===== src/rtl/arb_rr_bytes_4f_if.sv =====
// arb_rr_bytes_4f_if
//   Bundles the requester handshake and the packer-side byte stream of the
//   byte-slot arbiter arb_rr_bytes_4f.
//   Requester side : req_valid[N_REQ], req_data[N_REQ*DATA_W], req_ready[N_REQ]
//   Packer side    : data_out[DATA_W], valid_out, word_start, src_id[ID_W], busy
//   modport slave  : the arbiter (consumes requests, drives the stream)
//   modport master : requesters / packer side environment
interface arb_rr_bytes_4f_if #(
    parameter int N_REQ  = 4,
    parameter int DATA_W = 8,
    parameter int ID_W   = 2
);
    logic [N_REQ-1:0]        req_valid;
    logic [N_REQ*DATA_W-1:0] req_data;
    logic [N_REQ-1:0]        req_ready;
    logic [DATA_W-1:0]       data_out;
    logic                    valid_out;
    logic                    word_start;
    logic [ID_W-1:0]         src_id;
    logic                    busy;

    modport slave (
        input  req_valid, req_data,
        output req_ready, data_out, valid_out, word_start, src_id, busy
    );

    modport master (
        output req_valid, req_data,
        input  req_ready, data_out, valid_out, word_start, src_id, busy
    );
endinterface


===== src/rtl/arb_rr_bytes_4f.sv =====
// arb_rr_bytes_4f
//   Round-robin scheduler sharing an 8->32 byte packer between N_REQ byte
//   sources. Runs on clk_4f; every BEAT-cycle slot (aligned to clk_f) is owned
//   by one source, chosen at beat 0. Emits the registered byte stream for the
//   packer plus a word-start strobe and the owning source tag.
// Ports
//   clk_4f   : byte clock
//   reset_L  : asynchronous active-low reset
//   bus      : arb_rr_bytes_4f_if.slave
//              req_valid/req_data in, req_ready out (combinational, one-hot),
//              data_out/valid_out/word_start/src_id/busy out (registered)
// Configuration
//   ARB_STRICT_PRIO_EN : when defined, fixed priority (lowest index wins) at
//                        every slot boundary; rr_ptr held at 0.
module arb_rr_bytes_4f #(
    parameter int N_REQ  = 4,
    parameter int DATA_W = 8,
    parameter int BEAT   = 4,
    parameter int ID_W   = 2
) (
    input  logic              clk_4f,
    input  logic              reset_L,
    arb_rr_bytes_4f_if.slave  bus
);
    localparam int CNT_W = (BEAT > 1) ? $clog2(BEAT) : 1;

    typedef enum logic {IDLE, GRANT} state_t;

    state_t            state_q, state_d;
    logic [CNT_W-1:0]  beat_q, beat_d;
    logic [ID_W-1:0]   rr_ptr_q, rr_ptr_d;
    logic [ID_W-1:0]   gnt_q, gnt_d;
    logic [DATA_W-1:0] data_out_q, data_out_d;
    logic              valid_out_q, valid_out_d;
    logic              word_start_q, word_start_d;
    logic [ID_W-1:0]   src_id_q, src_id_d;
    logic              busy_q, busy_d;

    logic              slot_start;
    logic              pick_found;
    logic [ID_W-1:0]   pick_idx;
    int unsigned       scan_idx;
    logic              granted;
    logic              sel_valid;
    logic [DATA_W-1:0] sel_data;

    // Arbitration candidate, evaluated every cycle but only used at beat 0.
    always_comb begin
        pick_found = 1'b0;
        pick_idx   = '0;
        scan_idx   = 0;
`ifdef ARB_STRICT_PRIO_EN
        for (int unsigned k = 0; k < N_REQ; k++) begin
            if (!pick_found && bus.req_valid[k]) begin
                pick_found = 1'b1;
                pick_idx   = ID_W'(k);
            end
        end
`else
        for (int unsigned k = 0; k < N_REQ; k++) begin
            scan_idx = int'(rr_ptr_q) + k;
            if (scan_idx >= N_REQ) scan_idx = scan_idx - N_REQ;
            if (!pick_found && bus.req_valid[scan_idx]) begin
                pick_found = 1'b1;
                pick_idx   = ID_W'(scan_idx);
            end
        end
`endif
    end

    // The grant decided at beat 0 takes effect in that same cycle, so the
    // "_d" state/grant double as the effective grant for the current beat.
    always_comb begin
        slot_start = (beat_q == '0);
        beat_d     = (beat_q == CNT_W'(BEAT - 1)) ? '0 : beat_q + 1'b1;

        state_d  = state_q;
        gnt_d    = gnt_q;
        rr_ptr_d = rr_ptr_q;
        if (slot_start) begin
            if (pick_found) begin
                state_d = GRANT;
                gnt_d   = pick_idx;
`ifdef ARB_STRICT_PRIO_EN
                rr_ptr_d = '0;
`else
                if (pick_idx == ID_W'(N_REQ - 1)) rr_ptr_d = '0;
                else                              rr_ptr_d = pick_idx + 1'b1;
`endif
            end else begin
                state_d = IDLE;
            end
        end

        granted   = (state_d == GRANT);
        sel_valid = bus.req_valid[gnt_d];
        sel_data  = bus.req_data[gnt_d*DATA_W +: DATA_W];

        // Reset gate: the flops sit at beat 0 during reset, which would
        // otherwise look like a live arbitration point.
        bus.req_ready = '0;
        if (granted && sel_valid && reset_L) bus.req_ready[gnt_d] = 1'b1;

        valid_out_d  = granted && sel_valid;
        data_out_d   = valid_out_d ? sel_data : '0;
        word_start_d = slot_start && granted;
        src_id_d     = granted ? gnt_d : src_id_q;
        busy_d       = granted;
    end

    always_ff @(posedge clk_4f or negedge reset_L) begin
        if (!reset_L) begin
            state_q      <= IDLE;
            beat_q       <= '0;
            rr_ptr_q     <= '0;
            gnt_q        <= '0;
            data_out_q   <= '0;
            valid_out_q  <= 1'b0;
            word_start_q <= 1'b0;
            src_id_q     <= '0;
            busy_q       <= 1'b0;
        end else begin
            state_q      <= state_d;
            beat_q       <= beat_d;
            rr_ptr_q     <= rr_ptr_d;
            gnt_q        <= gnt_d;
            data_out_q   <= data_out_d;
            valid_out_q  <= valid_out_d;
            word_start_q <= word_start_d;
            src_id_q     <= src_id_d;
            busy_q       <= busy_d;
        end
    end

    assign bus.data_out   = data_out_q;
    assign bus.valid_out  = valid_out_q;
    assign bus.word_start = word_start_q;
    assign bus.src_id     = src_id_q;
    assign bus.busy       = busy_q;
endmodule


===== src/flat_wrapper.sv =====
// flat-port wrapper written by rule: the top's interface ports become plain ports
module arb_rr_bytes_4f_flat 
#(
    parameter int N_REQ  = 4,
    parameter int DATA_W = 8,
    parameter int BEAT   = 4,
    parameter int ID_W   = 2
)
  (clk_4f, reset_L, bus_req_valid, bus_req_data, bus_req_ready, bus_data_out, bus_valid_out, bus_word_start, bus_src_id, bus_busy);
  arb_rr_bytes_4f_if #(.N_REQ(N_REQ), .DATA_W(DATA_W), .ID_W(ID_W)) bus_i ();
  input  logic clk_4f;
  input  logic reset_L;
  input wire logic [$bits(bus_i.req_valid)-1:0] bus_req_valid;
  input wire logic [$bits(bus_i.req_data)-1:0] bus_req_data;
  output wire logic [$bits(bus_i.req_ready)-1:0] bus_req_ready;
  output wire logic [$bits(bus_i.data_out)-1:0] bus_data_out;
  output wire logic [$bits(bus_i.valid_out)-1:0] bus_valid_out;
  output wire logic [$bits(bus_i.word_start)-1:0] bus_word_start;
  output wire logic [$bits(bus_i.src_id)-1:0] bus_src_id;
  output wire logic [$bits(bus_i.busy)-1:0] bus_busy;
  assign bus_i.req_valid = bus_req_valid;
  assign bus_i.req_data = bus_req_data;
  assign bus_req_ready = bus_i.req_ready;
  assign bus_data_out = bus_i.data_out;
  assign bus_valid_out = bus_i.valid_out;
  assign bus_word_start = bus_i.word_start;
  assign bus_src_id = bus_i.src_id;
  assign bus_busy = bus_i.busy;
  arb_rr_bytes_4f #(.N_REQ(N_REQ), .DATA_W(DATA_W), .BEAT(BEAT), .ID_W(ID_W)) u_core (.clk_4f(clk_4f), .reset_L(reset_L), .bus(bus_i));
endmodule

===== config.mk =====
export PLATFORM = sky130hd
export DESIGN_NAME = arb_rr_bytes_4f_flat
export DESIGN_NICKNAME = d
export VERILOG_FILES = /design/src/rtl/arb_rr_bytes_4f_if.sv /design/src/rtl/arb_rr_bytes_4f.sv /design/src/flat_wrapper.sv
export SDC_FILE = /design/constraint.sdc
export NUM_CORES = 1
export LEC_CHECK = 0
export BUFFER_PORTS_ARGS = -buffer_cell sky130_fd_sc_hd__buf_2
export CORE_MARGIN = 5
export CORE_UTILIZATION = 41
export DETAILED_ROUTE_END_ITERATION = 6
export HOLD_SLACK_MARGIN = 0.02
export PLACE_DENSITY_LB_ADDON = 0.05
export SYNTH_ARGS = -nofsm -noshare
export SYNTH_HDL_FRONTEND = slang
export SYNTH_SLANG_ARGS = --single-unit

===== constraint.sdc =====
create_clock -name clk_4f -period 2.3 [get_ports clk_4f]
set_input_delay 0.345 -clock clk_4f [delete_from_list [all_inputs] [get_ports clk_4f]]
set_output_delay 0.345 -clock clk_4f [all_outputs]
set_load 0.01 [all_outputs]

**Word-level counts from Yosys, hierarchy flattened**

Cells that the tools add are included.

- Register bits: 19
- Input bits: 38
- Output and inout port bits: 17
- Word-level logic and storage cells: 74

- Add/subtract/negate cells: 9
- Order comparisons: 10
- Eq/ne operators: 2
- Shift operators: 1
- Muxes and demuxes: 32
- Reductions and logical operators: 12

Operator list:

| cell | count |
|---|---|
| < comparator 32 x 3 -> 1 bit, second input constant | 4 |
| two-way mux 32 bit | 4 |
| >= comparator 32 x 3 -> 1 bit, second input constant | 3 |
| subtractor 32 x 3 -> 32 bit, second input constant | 3 |
| indexed part select 32 x 6 -> 8 bit | 1 |
| two-way mux 2 bit | 8 |
| two-way mux 1 bit | 12 |
| binary-select mux 1 bit (select 2 bit) | 5 |
| two-way mux 8 bit | 1 |
| logical AND 1 bit | 7 |
| adder 2 x 2 -> 3 bit, second input constant | 2 |
| adder 2 x 1 -> 2 bit, second input constant | 2 |
| == test 2 bit, second input constant | 2 |
| two-way mux 4 bit | 1 |
| subtractor 2 x 3 -> 4 bit, second input constant | 1 |
| adder 2 x 1 -> 3 bit, second input constant | 1 |
| >= comparator 2 x 3 -> 1 bit, second input constant | 1 |
| logical NOT 1 bit | 3 |
| < comparator 2 x 3 -> 1 bit, second input constant | 1 |
| demux 1 bit (select 2 bit) | 1 |
| >= comparator 2 x 1 -> 1 bit, second input constant | 1 |
| logical NOT 2 bit | 1 |
| AND reduction 2 bit | 1 |

**Depth between registers and ports, before layout**

Gate-level depths: netlist (run 1).

- Word-level depth: 21
- Mapped depth: 11
- Mapped depth without buffers: 9

**Worst setup path before layout (run 1)**

OpenSTA, ideal clock, no wires.

- Kind: flip-flop to output port
- Start point: register u_core.beat_q[0]
- End point: output bus_req_ready[2]
- Data arrival time: 2.096 ns
- Required time: 1.955 ns
- Path slack: -0.141 ns
- Cell stages (with the launch flop): 11
- Buffers on the path: 2
- Cells stage by stage: dfrtp_1 -> inv_1 -> ha_1 -> o41ai_4 -> o41a_1 -> buf_6 -> inv_2 -> o21ai_1 -> a31o_1 -> buf_6 -> nor3_2

- Word-level cells in the longest chain between the ends: 7
- Elaborated cells between the ends (all ways): 13
- Classes of those cells: order compare (2); mux (7); reduce/logical (4)

Ends and longest elaborated chain:

| element | RTL line | text |
|---|---|---|
| start: declaration | arb_rr_bytes_4f.sv:30 | `logic [CNT_W-1:0] beat_q, beat_d;` |
| start signal: assignment | arb_rr_bytes_4f.sv:124 | `beat_q <= beat_d;` |
| logical NOT 2 bit (*) | arb_rr_bytes_4f.sv:74 | `slot_start = (beat_q == '0);` |
| two-way mux 2 bit | arb_rr_bytes_4f.sv:80 | `if (slot_start) begin` |
| < comparator 2 x 3 -> 1 bit (not written as such) (tied with other cells) | arb_rr_bytes_4f.sv:102 | `if (granted && sel_valid && reset_L) bus.req_ready[gnt_d] = 1'b1;` |
| logical AND 1 bit (not written as such) or two-way mux 1 bit (tied branches) | arb_rr_bytes_4f.sv:102, arb_rr_bytes_4f.sv:96 |  |
| two-way mux 1 bit (not written as such) or logical AND 1 bit (tied branches) | arb_rr_bytes_4f.sv:102 |  |
| demux 1 bit (select 2 bit) or logical AND 1 bit (tied branches) | n/a |  |
| two-way mux 4 bit (*) | arb_rr_bytes_4f.sv:102 |  |
| end: declaration | flat_wrapper.sv:15 | `output wire logic [$bits(bus_i.req_ready)-1:0] bus_req_ready;` |

Mark *: on every way between the ends. The rest lies on a longest branch, timed or not. The select of a mux whose other input is x is not followed.

**Worst setup path in the final report (run 1)**

- Start point: register u_core.rr_ptr_q[1]
- End point: output bus_req_ready[2]

- Word-level cells in the longest chain between the ends: 21
- Elaborated cells between the ends (all ways): 51
- Classes of those cells: add/sub (7); order compare (6); mux (29); reduce/logical (9)

Ends and longest elaborated chain:

| element | RTL line | text |
|---|---|---|
| start: declaration | arb_rr_bytes_4f.sv:31 | `logic [ID_W-1:0] rr_ptr_q, rr_ptr_d;` |
| start signal: assignment | arb_rr_bytes_4f.sv:125 | `rr_ptr_q <= rr_ptr_d;` |
| branches (longest 20 deep; another with subtractor 32 x 3 -> 32 bit) | n/a |  |
| two-way mux 4 bit (*) | arb_rr_bytes_4f.sv:102 |  |

Every way passes the cells marked *. The select of a mux whose other input is x is not followed.

==> impl_metrics.csv, run 1 <==
group,metric,value,unit
floorplan,dieWidth,62.7,um
grt,grt_pass1_vias,1297,
grt,grt_usage,17.2,%
worst_setup_path,worstSetupEndpointType,"output port",
detailed_routing,ant_nets,0,
yosys,ys_types,31,
clock_tree,cts_tree,"yes",
floorplan,die_area,3930,um2
cells_and_area,n_fill_cell,237,
flow_run,maxCapViolations,0,
yosys,syn-num-nets,164,
placement,place_hpwl,2400,um
detailed_routing,routedWlPerCell,14.2,um
worst_setup_path,cp-start-kind,"register",
floorplan,boundaryPins,55,
detailed_routing,viasPerCell,5.33,
yosys,synth_area_leaders,"dfrtp_1 42%, a21oi_1 9.7%, a221oi_2 9.2%",
yosys,synthCells,124,
sta,fmax,0.413,GHz
clock_tree,clk_path_buf_depth,2,
worst_hold_path,min_path_type,"in -> reg",
detailed_routing,drt_iter0_markers,77,
sta,setup-tns-final,-0.254,ns
sta,hold_viol_final,0,
yosys,yosys_warnings,0,
cells_and_area,diodes,0,
worst_setup_path,worstSetupPathType,"reg -> out",
cells_and_area,utilization,63.3,%
sta,clock_skew,0.0118,ns
worst_setup_path,arrival,2.08,ns
power_and_ir_drop,vdd.ir_drop.worst,0.411,mV
worst_setup_path,path_cells,"buf_4, o22ai_1, o41a_1, inv_2, o21ai_2, a31o_4, nor3_4, buf_2",
clock_tree,cts_buffers,3,
yosys,syn-cell-area,1140,um2
detailed_routing,first_pass_iters,4,
worst_setup_path,cp_slowest_stage_delay,0.46,ns
power_and_ir_drop,p_leak,0.859,nW
power_and_ir_drop,power_density,698,nW/um2
grt,overflow,0,
worst_setup_path,cp_slowest_cell,"dfrtp_2",
floorplan,num_rows,19,
detailed_routing,vias,1227,
yosys,avgSynthCellArea,9.18,um2
floorplan,die_y,62.7,um
worst_setup_path,crit_fanout,8,
sta,holdWs,0.270,ns
clock_tree,root_buffer,"clkbuf_4",
sta,fin_crit,2.42,ns
yosys,synth.top_cell.area_share,41.8,%
worst_setup_path,required,1.96,ns
sta,fin_crit_sh,105,%
grt,antenna_found_initial,0,
detailed_routing,totalWireLength,3270,um
floorplan,start_util,42.0,%
cells_and_area,drive_gt1_share,55.3,%
yosys,ys_ff_latch,19,
cells_and_area,area_growth_syn_to_layout,50.5,%
clock_tree,clk_pin_slew,0.12,ns
placement,port_buffers,54,
clock_tree,clock_latency,0.30,ns
grt,grt_max_degree,19,
sta,slew_violations,0,
grt,grt_pass1_wl,5560,um
detailed_routing,drc,0,
floorplan,core_area,2710,um2
sta,setup_viol,4,
status,failed_checks,"negative setup slack",
sta,slew_headroom,80.8,%
placement,gp_congestion,0.852,
cells_and_area,final_nets,240,
placement,dp_slack,-0.00323,ns
sta,worst_slew_pin_slew,0.281,ns
clock_tree,clock-sinks,19,
worst_setup_path,r2r_setup_slack,0.31,ns
cells_and_area,seqCellArea,477,um2
yosys,yosys.area.top_type,"dfrtp_1",
sta,post-route-worst-setup-slack,-0.120,ns
cells_and_area,multi_input_area,663,um2
yosys,seq_area_frac_synth,41.8,%
clock_tree,htree_num_levels,1,
sta,rsz0062_at_grt,"yes",
status,outcome,"complete, but fails checks",
-- cell families after synthesis --
group,after synthesis,share of synthesized area [%]
simple gates,44,18.2
buf+inv,17,8.24
fa+ha+maj,2,2.20
mux,1,0.879
compound gates,41,28.7
flops,19,41.8
-- report_power, final --
group	internal (mW)	total, mW	switching, mW
Combinational	0.266	0.580	0.314
Clock	0.0662	0.174	0.108
Sequential	0.408	0.442	0.0338
-- Yosys cell counts, drive strengths merged --
cell type  instances
dfrtp             19
nor2               7
nand3              1
o22ai              1
nor3               2
a311oi             1
o221ai             1
a21oi             22
nand2b             4
nand3b             2
nor2b              2
a31o               1
a21boi             1
inv                9
nand4              1
o2111ai            1
clkbuf             1
buf                7
nand2             24
mux2i              1
o41a               1
o21ai              3
ha                 2
o41ai              1
nor3b              1
a221oi             8
-- registers in the layout (all words and copies together), names as in the netlist --
signal / count
u_core.bus.data_out: 8
u_core.bus.valid_out: 1
u_core.bus.word_start: 1
u_core.state_q: 1
u_core.rr_ptr_q: 2
u_core.beat_q: 2
u_core.gnt_q: 2
u_core.bus.src_id: 2
-- per-stage QoR --
step / total power [mW] / cells / area, um2
floorplan: 0.776 / 124 / 1160
global placement: 0.939 / 213 / 1500
detailed placement: 0.950 / 213 / 1500
CTS: 1.18 / 228 / 1660
global route: 1.28 / 230 / 1710
finish: 1.20 / 230 / 1710
-- final timing paths --
kind / startpoint / end / cells after the start
setup reg to reg: u_core.rr_ptr_q[1]$_DFFE_PN0P_ / u_core.bus.data_out[7]$_DFF_PN0_ / 8
min in group asynchronous: reset_L / u_core.bus.data_out[2]$_DFF_PN0_ / 2
setup / recovery: u_core.rr_ptr_q[1]$_DFFE_PN0P_ / bus_req_ready[2] / 8
hold reg to reg: u_core.bus.src_id[0]$_DFFE_PN0N_ / u_core.bus.src_id[0]$_DFFE_PN0N_ / 2
hold / removal: bus_req_data[16] / u_core.bus.data_out[0]$_DFF_PN0_ / 3
max in group asynchronous: reset_L / u_core.rr_ptr_q[1]$_DFFE_PN0P_ / 3
-- final cells by class --
class                   count  share of cell area, %
clock buffers               3                   1.31
clock inverters             1                  0.438
well taps                  31                   2.26
multi-input cells          88                   38.7
repair buffers             79                   27.5
inverters                   9                   1.97
flip-flops and latches     19                   27.8
-- worst max-delay path, delay by kind of cell, from the launching register on --
kind / cells / cell delay (ns)
DFF: 1 / 0.46
and+or+nand+nor: 1 / 0.10
buffers and inverters: 3 / 0.38
AOI/OAI and AO/OA: 4 / 0.83
-- metal layers --
layer	vias up	GRT usage (%)	routed length, um
met5	-	0	0
met3	4	4.14	233
met1	584	19.1	1260
met4	0	7.69	35
li1	593	-	-
met2	46	30.6	1740
-- cells in the final DEF, fill, tap and decap left out, types with 3 or more instances in the layout --
cell type	n
nor2_1	6
buf_4	21
buf_6	3
nand2_1	22
clkbuf_4	3
dfrtp_1	18
inv_1	5
inv_2	4
buf_2	54
a221oi_2	7
a21oi_1	21
nand2b_1	3
-- what timing repair did --
| item | CTS | global route |
|---|---|---|
| pin swaps | 7 | 4 |
| hold buffers | 1 | 0 |
| setup buffers | 10 | 2 |
| setup endpoints to repair | 4 | 4 |
| hold endpoints to repair | 8 | 0 |
| gates resized for setup | 18 | 6 |
Note: power is estimated with default switching activity, not from simulation.
==> run 2, diff against run 1 <==
==> constraint.sdc (replaced) <==
create_clock -name clk_4f -period 2.3 [get_ports clk_4f]
set_input_delay 0 -clock clk_4f [delete_from_list [all_inputs] [get_ports clk_4f]]
set_output_delay 0 -clock clk_4f [all_outputs]
set_load 0.01 [all_outputs]
==> impl_metrics.csv, run 2 (synthesized netlist as in run 1, its figures left out) <==
group,metric,value,unit
floorplan,die_y,62.7,um
grt,grt_pass1_wl,5870,um
clock_tree,cts_tree,"yes",
floorplan,die_area,3930,um2
cells_and_area,drive_gt1_share,41.0,%
cells_and_area,area_growth_syn_to_layout,47.6,%
detailed_routing,drc,0,
power_and_ir_drop,power_density,669,nW/um2
worst_setup_path,required,2.30,ns
flow_run,maxCapViolations,0,
sta,slew_violations,0,
detailed_routing,viasPerCell,5.24,
cells_and_area,seqCellArea,478,um2
grt,grt_usage,18.2,%
grt,overflow,0,
power_and_ir_drop,p_leak,0.829,nW
sta,worst_slew_pin_slew,0.460,ns
placement,dp_slack,-0.0658,ns
cells_and_area,layout_commonest_cell,"buf_2",
sta,slew_headroom,69.4,%
worst_setup_path,worstSetupEndpointType,"output port",
placement,place_inst,206,
placement,port_buffers,54,
cells_and_area,final_cell_mix,"54 x buf_2, 24 x nand2_1, 22 x a21oi_1, 17 x dlygate4sd3_1, 17 x dfrtp_1",
detailed_routing,vias,1211,
worst_setup_path,cp_top_family,"compound AO/OA/AOI/OAI gates",
sta,hold_viol_final,0,
cells_and_area,layoutNonFillerInstCount,231,
clock_tree,clk_pin_slew,0.11,ns
sta,post-route-worst-setup-slack,0.132,ns
clock_tree,cts_buffers,3,
placement,place_area,1430,um2
sta,fin_crit_sh,94.3,%
worst_setup_path,crit_fanout,6,
cells_and_area,n_fill_cell,242,
clock_tree,htree_num_levels,1,
power_and_ir_drop,comb_power_share,45.2,%
detailed_routing,first_pass_iters,4,
worst_hold_path,min_path_type,"in -> reg",
detailed_routing,drt_iter0_markers,67,
worst_setup_path,cp-start-kind,"register",
detailed_routing,routedWlPerCell,14.3,um
sta,fin_crit,2.17,ns
power_and_ir_drop,vdd.ir_drop.worst,0.450,mV
placement,gp_congestion,0.819,
detailed_routing,totalWireLength,3300,um
worst_setup_path,r2r_start,"u_core.beat_q[1]$_DFF_PN0_",
power_and_ir_drop,intPower,698,uW
grt,grt_max_degree,22,
detailed_routing,ant_nets,0,
sta,setup_viol,0,
floorplan,num_rows,19,
cells_and_area,largest_reg_flops,8,
floorplan,start_util,42.0,%
status,outcome,"finished, final reports clean",
sta,holdWs,0.0379,ns
floorplan,boundaryPins,55,
floorplan,core_area,2710,um2
worst_setup_path,arrival,2.17,ns
sta,fmax,0.461,GHz
worst_setup_path,path_cells,"inv_1, ha_4, o41ai_4, o41a_1, inv_2, o21ai_1, a31o_4, nor3_2, buf_2",
power_and_ir_drop,seq_power_share,39.6,%
grt,grt_pass1_vias,1301,
worst_setup_path,worstSetupPathType,"reg -> out",
clock_tree,root_buffer,"clkbuf_4",
floorplan,dieWidth,62.7,um
power_and_ir_drop,switching_share,37.9,%
placement,place_hpwl,2250,um
power_and_ir_drop,design_power_total,1.12,mW
power_and_ir_drop,p_sw,427,uW
clock_tree,clk_path_buf_depth,2,
clock_tree,clock-sinks,19,
worst_hold_path,min_from,"bus_req_data[7]",
worst_setup_path,cp.buffers_inverters,3,
cells_and_area,design_area,1680,um2
worst_setup_path,cp_slowest_stage_delay,0.39,ns
sta,clock_skew,0.00482,ns
cells_and_area,diodes,0,
clock_tree,clock_latency,0.29,ns
cells_and_area,multi_input_area,591,um2
grt,antenna_found_initial,0,
worst_setup_path,cp_slowest_cell,"dfrtp_1",
power_and_ir_drop,clockPowerShare,15.2,%
worst_setup_path,crit_start,"u_core.beat_q[1]$_DFF_PN0_",
cells_and_area,final_nets,241,
run 2: cell count changes in the layout (fill, tap and decap cells not counted), sizes merged:
cell / delta
clkinvlp: -1
dlygate4sd3: +16
buf: -15
clkinv: +1
run 2: path summary, 6_finish.rpt:
path | end | cells after the start | slack, ns
max | bus_req_ready[3] | 9 | 0.13
min in group asynchronous | u_core.bus.word_start$_DFF_PN0_ | 2 | 0.18
max reg2reg | u_core.bus.data_out[7]$_DFF_PN0_ | 9 | 0.23
min | u_core.bus.data_out[7]$_DFF_PN0_ | 3 | 0.04
max in group asynchronous | u_core.rr_ptr_q[1]$_DFFE_PN0P_ | 2 | 1.78
min reg2reg | u_core.beat_q[0]$_DFF_PN0_ | 2 | 0.54
run 2: routing by layer:
| layer | up-vias | part of all wire (%) | track usage, % | wire, um |
|---|---|---|---|---|
| met1 | 573 | 39 | 20.5 | 1270 |
| met4 | 0 | 1.3 | 6.37 | 42 |
| met3 | 4 | 5.1 | 2.52 | 168 |
| met2 | 44 | 55 | 34.2 | 1820 |
| li1 | 590 | - | - | - |
| met5 | - | 0 | 0 | 0 |
run 2: repair_timing:
action | in CTS | in global routing
hold endpoints to repair | 27 | 0
resized for setup | 4 | 4
hold buffers | 17 | 0
setup buffers | 3 | 1
pin swaps | 0 | 2
endpoints found under the setup margin | 10 | 2
run 2: cell type report:
cell class / instances / share of cell area (%)
Clock buffer: 3 / 1.34
Clock inverter: 1 / 0.298
Inverter: 9 / 2.01
Multi-Input combinational cell: 88 / 35.1
Sequential cell: 19 / 28.4
Tap cell: 31 / 2.31
Timing Repair Buffer: 80 / 30.5
run 2: worst register-to-register path, stage by stage (launching register included):
cell and delay [ns]:
dfrtp_1 0.39, inv_1 0.10, ha_4 0.18, o41ai_4 0.11
o41a_1 0.36, inv_2 0.12, o21ai_1 0.09, a31o_4 0.24
buf_4 0.17, a221oi_1 0.22
run 2: power groups by stage:
stage          Clock [mW]  Sequential [mW]  Combinational, mW
2_1_floorplan           0            0.472              0.294
3_3_place_gp            0            0.451              0.451
3_5_place_dp            0            0.452              0.460
4_1_cts             0.178            0.444              0.507
5_1_grt             0.199            0.453              0.562
6_report            0.171            0.445              0.508
run 2: stage by stage:
step	TNS, ns	utilization, %
final	0	62.0
after global routing	-0.0192	62.0
after CTS	0	61.5
after detailed placement	-0.195	52.6
after global placement	0	52.6
after floorplan	0	-
==> run 3, diff against run 2 <==
--- a/config.mk
+++ b/config.mk
@@ -7,7 +7,7 @@
 export LEC_CHECK = 0
 export BUFFER_PORTS_ARGS = -buffer_cell sky130_fd_sc_hd__buf_2
 export CORE_MARGIN = 5
-export CORE_UTILIZATION = 41
+export CORE_UTILIZATION = 42
 export DETAILED_ROUTE_END_ITERATION = 6
 export HOLD_SLACK_MARGIN = 0.02
 export PLACE_DENSITY_LB_ADDON = 0.05
==> constraint.sdc (replaced) <==
create_clock -name clk_4f -period 2.5 [get_ports clk_4f]
set_input_delay 0 -clock clk_4f [delete_from_list [all_inputs] [get_ports clk_4f]]
set_output_delay 0 -clock clk_4f [all_outputs]
set_load 0.01 [all_outputs]
==> impl_metrics.csv, run 3 (synthesized netlist as in run 1, its figures left out) <==
group,metric,value,unit
floorplan,num_rows,18,
detailed_routing,viasPerCell,5.19,
placement,place_area,1420,um2
placement,place_hpwl,2390,um
grt,antenna_found_initial,0,
placement,gp_congestion,0.813,
floorplan,die_area,3850,um2
grt,grt_busiest_layer,"met2",
sta,slew_headroom,69.2,%
grt,grt_usage,19.1,%
floorplan,dieWidth,62.1,um
cells_and_area,final_nets,242,
clock_tree,clock-sinks,19,
power_and_ir_drop,clockPowerShare,15.1,%
clock_tree,root_buffer,"clkbuf_4",
worst_hold_path,min_to,"u_core.bus.data_out[1]$_DFF_PN0_",
worst_setup_path,r2r_start,"u_core.beat_q[0]$_DFF_PN0_",
worst_hold_path,min_from,"bus_req_data[9]",
detailed_routing,totalWireLength,3500,um
grt,grt_max_degree,22,
worst_setup_path,cp-start-kind,"register",
power_and_ir_drop,intPower,656,uW
sta,holdWs,0.0374,ns
worst_setup_path,r2r_setup_slack,0.35,ns
sta,fin_crit_sh,93.9,%
clock_tree,htree_num_levels,1,
floorplan,boundaryPins,55,
detailed_routing,drt_iter0_markers,55,
worst_hold_path,hold_depth,3,
power_and_ir_drop,comb_power_share,46.4,%
detailed_routing,first_pass_iters,4,
floorplan,start_util,44.7,%
power_and_ir_drop,seq_power_share,38.5,%
sta,clock_skew,0.00742,ns
worst_setup_path,crit_fanout,10,
power_and_ir_drop,design_power_total,1.06,mW
sta,worst_slew_pin_slew,0.463,ns
sta,fin_crit,2.35,ns
worst_setup_path,worstSetupEndpointType,"output port",
status,outcome,"finished, final reports clean",
grt,grt_pass1_vias,1234,
power_and_ir_drop,power_density,629,nW/um2
worst_setup_path,required,2.50,ns
cells_and_area,final_cell_mix,"54 x buf_2, 24 x nand2_1, 22 x a21oi_1, 19 x dfrtp_1, 17 x dlygate4sd3_1",
worst_hold_path,min_path_type,"in -> reg",
grt,met3_usage,6.61,%
cells_and_area,area_growth_syn_to_layout,48.4,%
clock_tree,clock_latency,0.30,ns
worst_setup_path,arrival,2.35,ns
cells_and_area,largest_reg_flops,8,
clock_tree,clk_pin_slew,0.12,ns
clock_tree,cts_buffers,3,
power_and_ir_drop,switching_share,38.3,%
cells_and_area,layout_commonest_cell,"buf_2",
sta,setup_viol,0,
cells_and_area,layoutNonFillerInstCount,231,
detailed_routing,ant_nets,0,
detailed_routing,vias,1198,
sta,hold_viol_final,0,
grt,overflow,0,
clock_tree,cts_tree,"yes",
detailed_routing,drc,0,
cells_and_area,diodes,0,
sta,fmax,0.426,GHz
grt,use_met2,32.0,%
flow_run,maxCapViolations,0,
sta,slew_violations,0,
grt,met1_usage,22.3,%
placement,port_buffers,54,
clock_tree,clk_path_buf_depth,2,
sta,setup-tns-final,0,ns
power_and_ir_drop,p_leak,0.830,nW
cells_and_area,drive_gt1_share,40.8,%
power_and_ir_drop,vdd.ir_drop.worst,0.406,mV
cells_and_area,design_area,1690,um2
sta,rsz0062_at_grt,"no",
detailed_routing,routedWlPerCell,15.1,um
power_and_ir_drop,p_sw,407,uW
placement,place_inst,204,
grt,grt_pass1_wl,5360,um
floorplan,die_y,62.1,um
cells_and_area,n_fill_cell,222,
worst_setup_path,ff2ff_path_depth,9,
worst_setup_path,worstSetupPathType,"reg -> out",
floorplan,core_area,2540,um2
worst_setup_path,r2r_end,"u_core.bus.data_out[2]$_DFF_PN0_",
[run 3: cell type report]
type | instances | area [um2] | area share [%]
clock buffer | 3 | 22.5 | 1.33
clock inverter | 1 | 7.51 | 0.444
inverter | 9 | 33.8 | 2.00
multi-input combinational | 88 | 597 | 35.3
sequential | 19 | 475 | 28.1
tap | 30 | 37.5 | 2.22
timing repair buffer | 81 | 515 | 30.5
[run 3: power by group through the flow]
stage | logic [mW] | registers (mW) | clock network (mW)
after global placement | 0.415 | 0.413 | 0
after floorplan | 0.271 | 0.434 | 0
after CTS | 0.457 | 0.409 | 0.167
after detailed placement | 0.427 | 0.415 | 0
after global routing | 0.546 | 0.418 | 0.181
final | 0.494 | 0.409 | 0.160
[run 3: per-layer routing]
metal	up-vias	part of all wire, %
li1	593	-
met3	2	9.3
met4	0	0.40
met1	546	40
met2	57	51
met5	-	0
[run 3: worst max path at each step]
stage / from / endpoint / slack (ns) / depth (start not counted)
final: u_core.beat_q[0]$_DFF_PN0_ / bus_req_ready[3] / 0.15 / 9
after global routing: u_core.beat_q[0]$_DFF_PN0_ / bus_req_ready[3] / 0.02 / 9
after global placement: u_core.beat_q[0]$_DFF_PN0_ / u_core.bus.data_out[7]$_DFF_PN0_ / 0.23 / 7
after floorplan: u_core.beat_q[0]$_DFF_PN0_ / u_core.bus.data_out[0]$_DFF_PN0_ / 0.38 / 10
after CTS: u_core.beat_q[0]$_DFF_PN0_ / bus_req_ready[3] / 0.04 / 9
after detailed placement: u_core.beat_q[0]$_DFF_PN0_ / u_core.bus.data_out[7]$_DFF_PN0_ / 0.11 / 7
[run 3: worst max-delay path: stages, from the launching register on]
cell and delay (ns):
dfrtp_1 0.42, inv_1 0.10, ha_4 0.18, o41ai_4 0.11, o41a_1 0.47, inv_2 0.09
o21ai_1 0.09, a31o_4 0.27, nor3_2 0.17, buf_2 0.15
[run 3: stage by stage]
stage               util (%)  setup WS [ns]
finish                  66.4          0.151
global route            66.4         0.0229
CTS                     64.2         0.0444
detailed placement      55.7          0.109
global placement        55.7          0.230
floorplan                  -          0.381
[run 3: what timing repair did]
| item | 4_1_cts | 5_1_grt |
|---|---|---|
| hold buffers | 17 | 0 |
| setup buffers | 0 | 6 |
| resized for setup | 4 | 2 |
| endpoints found under the hold margin | 27 | 0 |
| pin swaps | 0 | 0 |
| endpoints found under the setup margin | 2 | 2 |
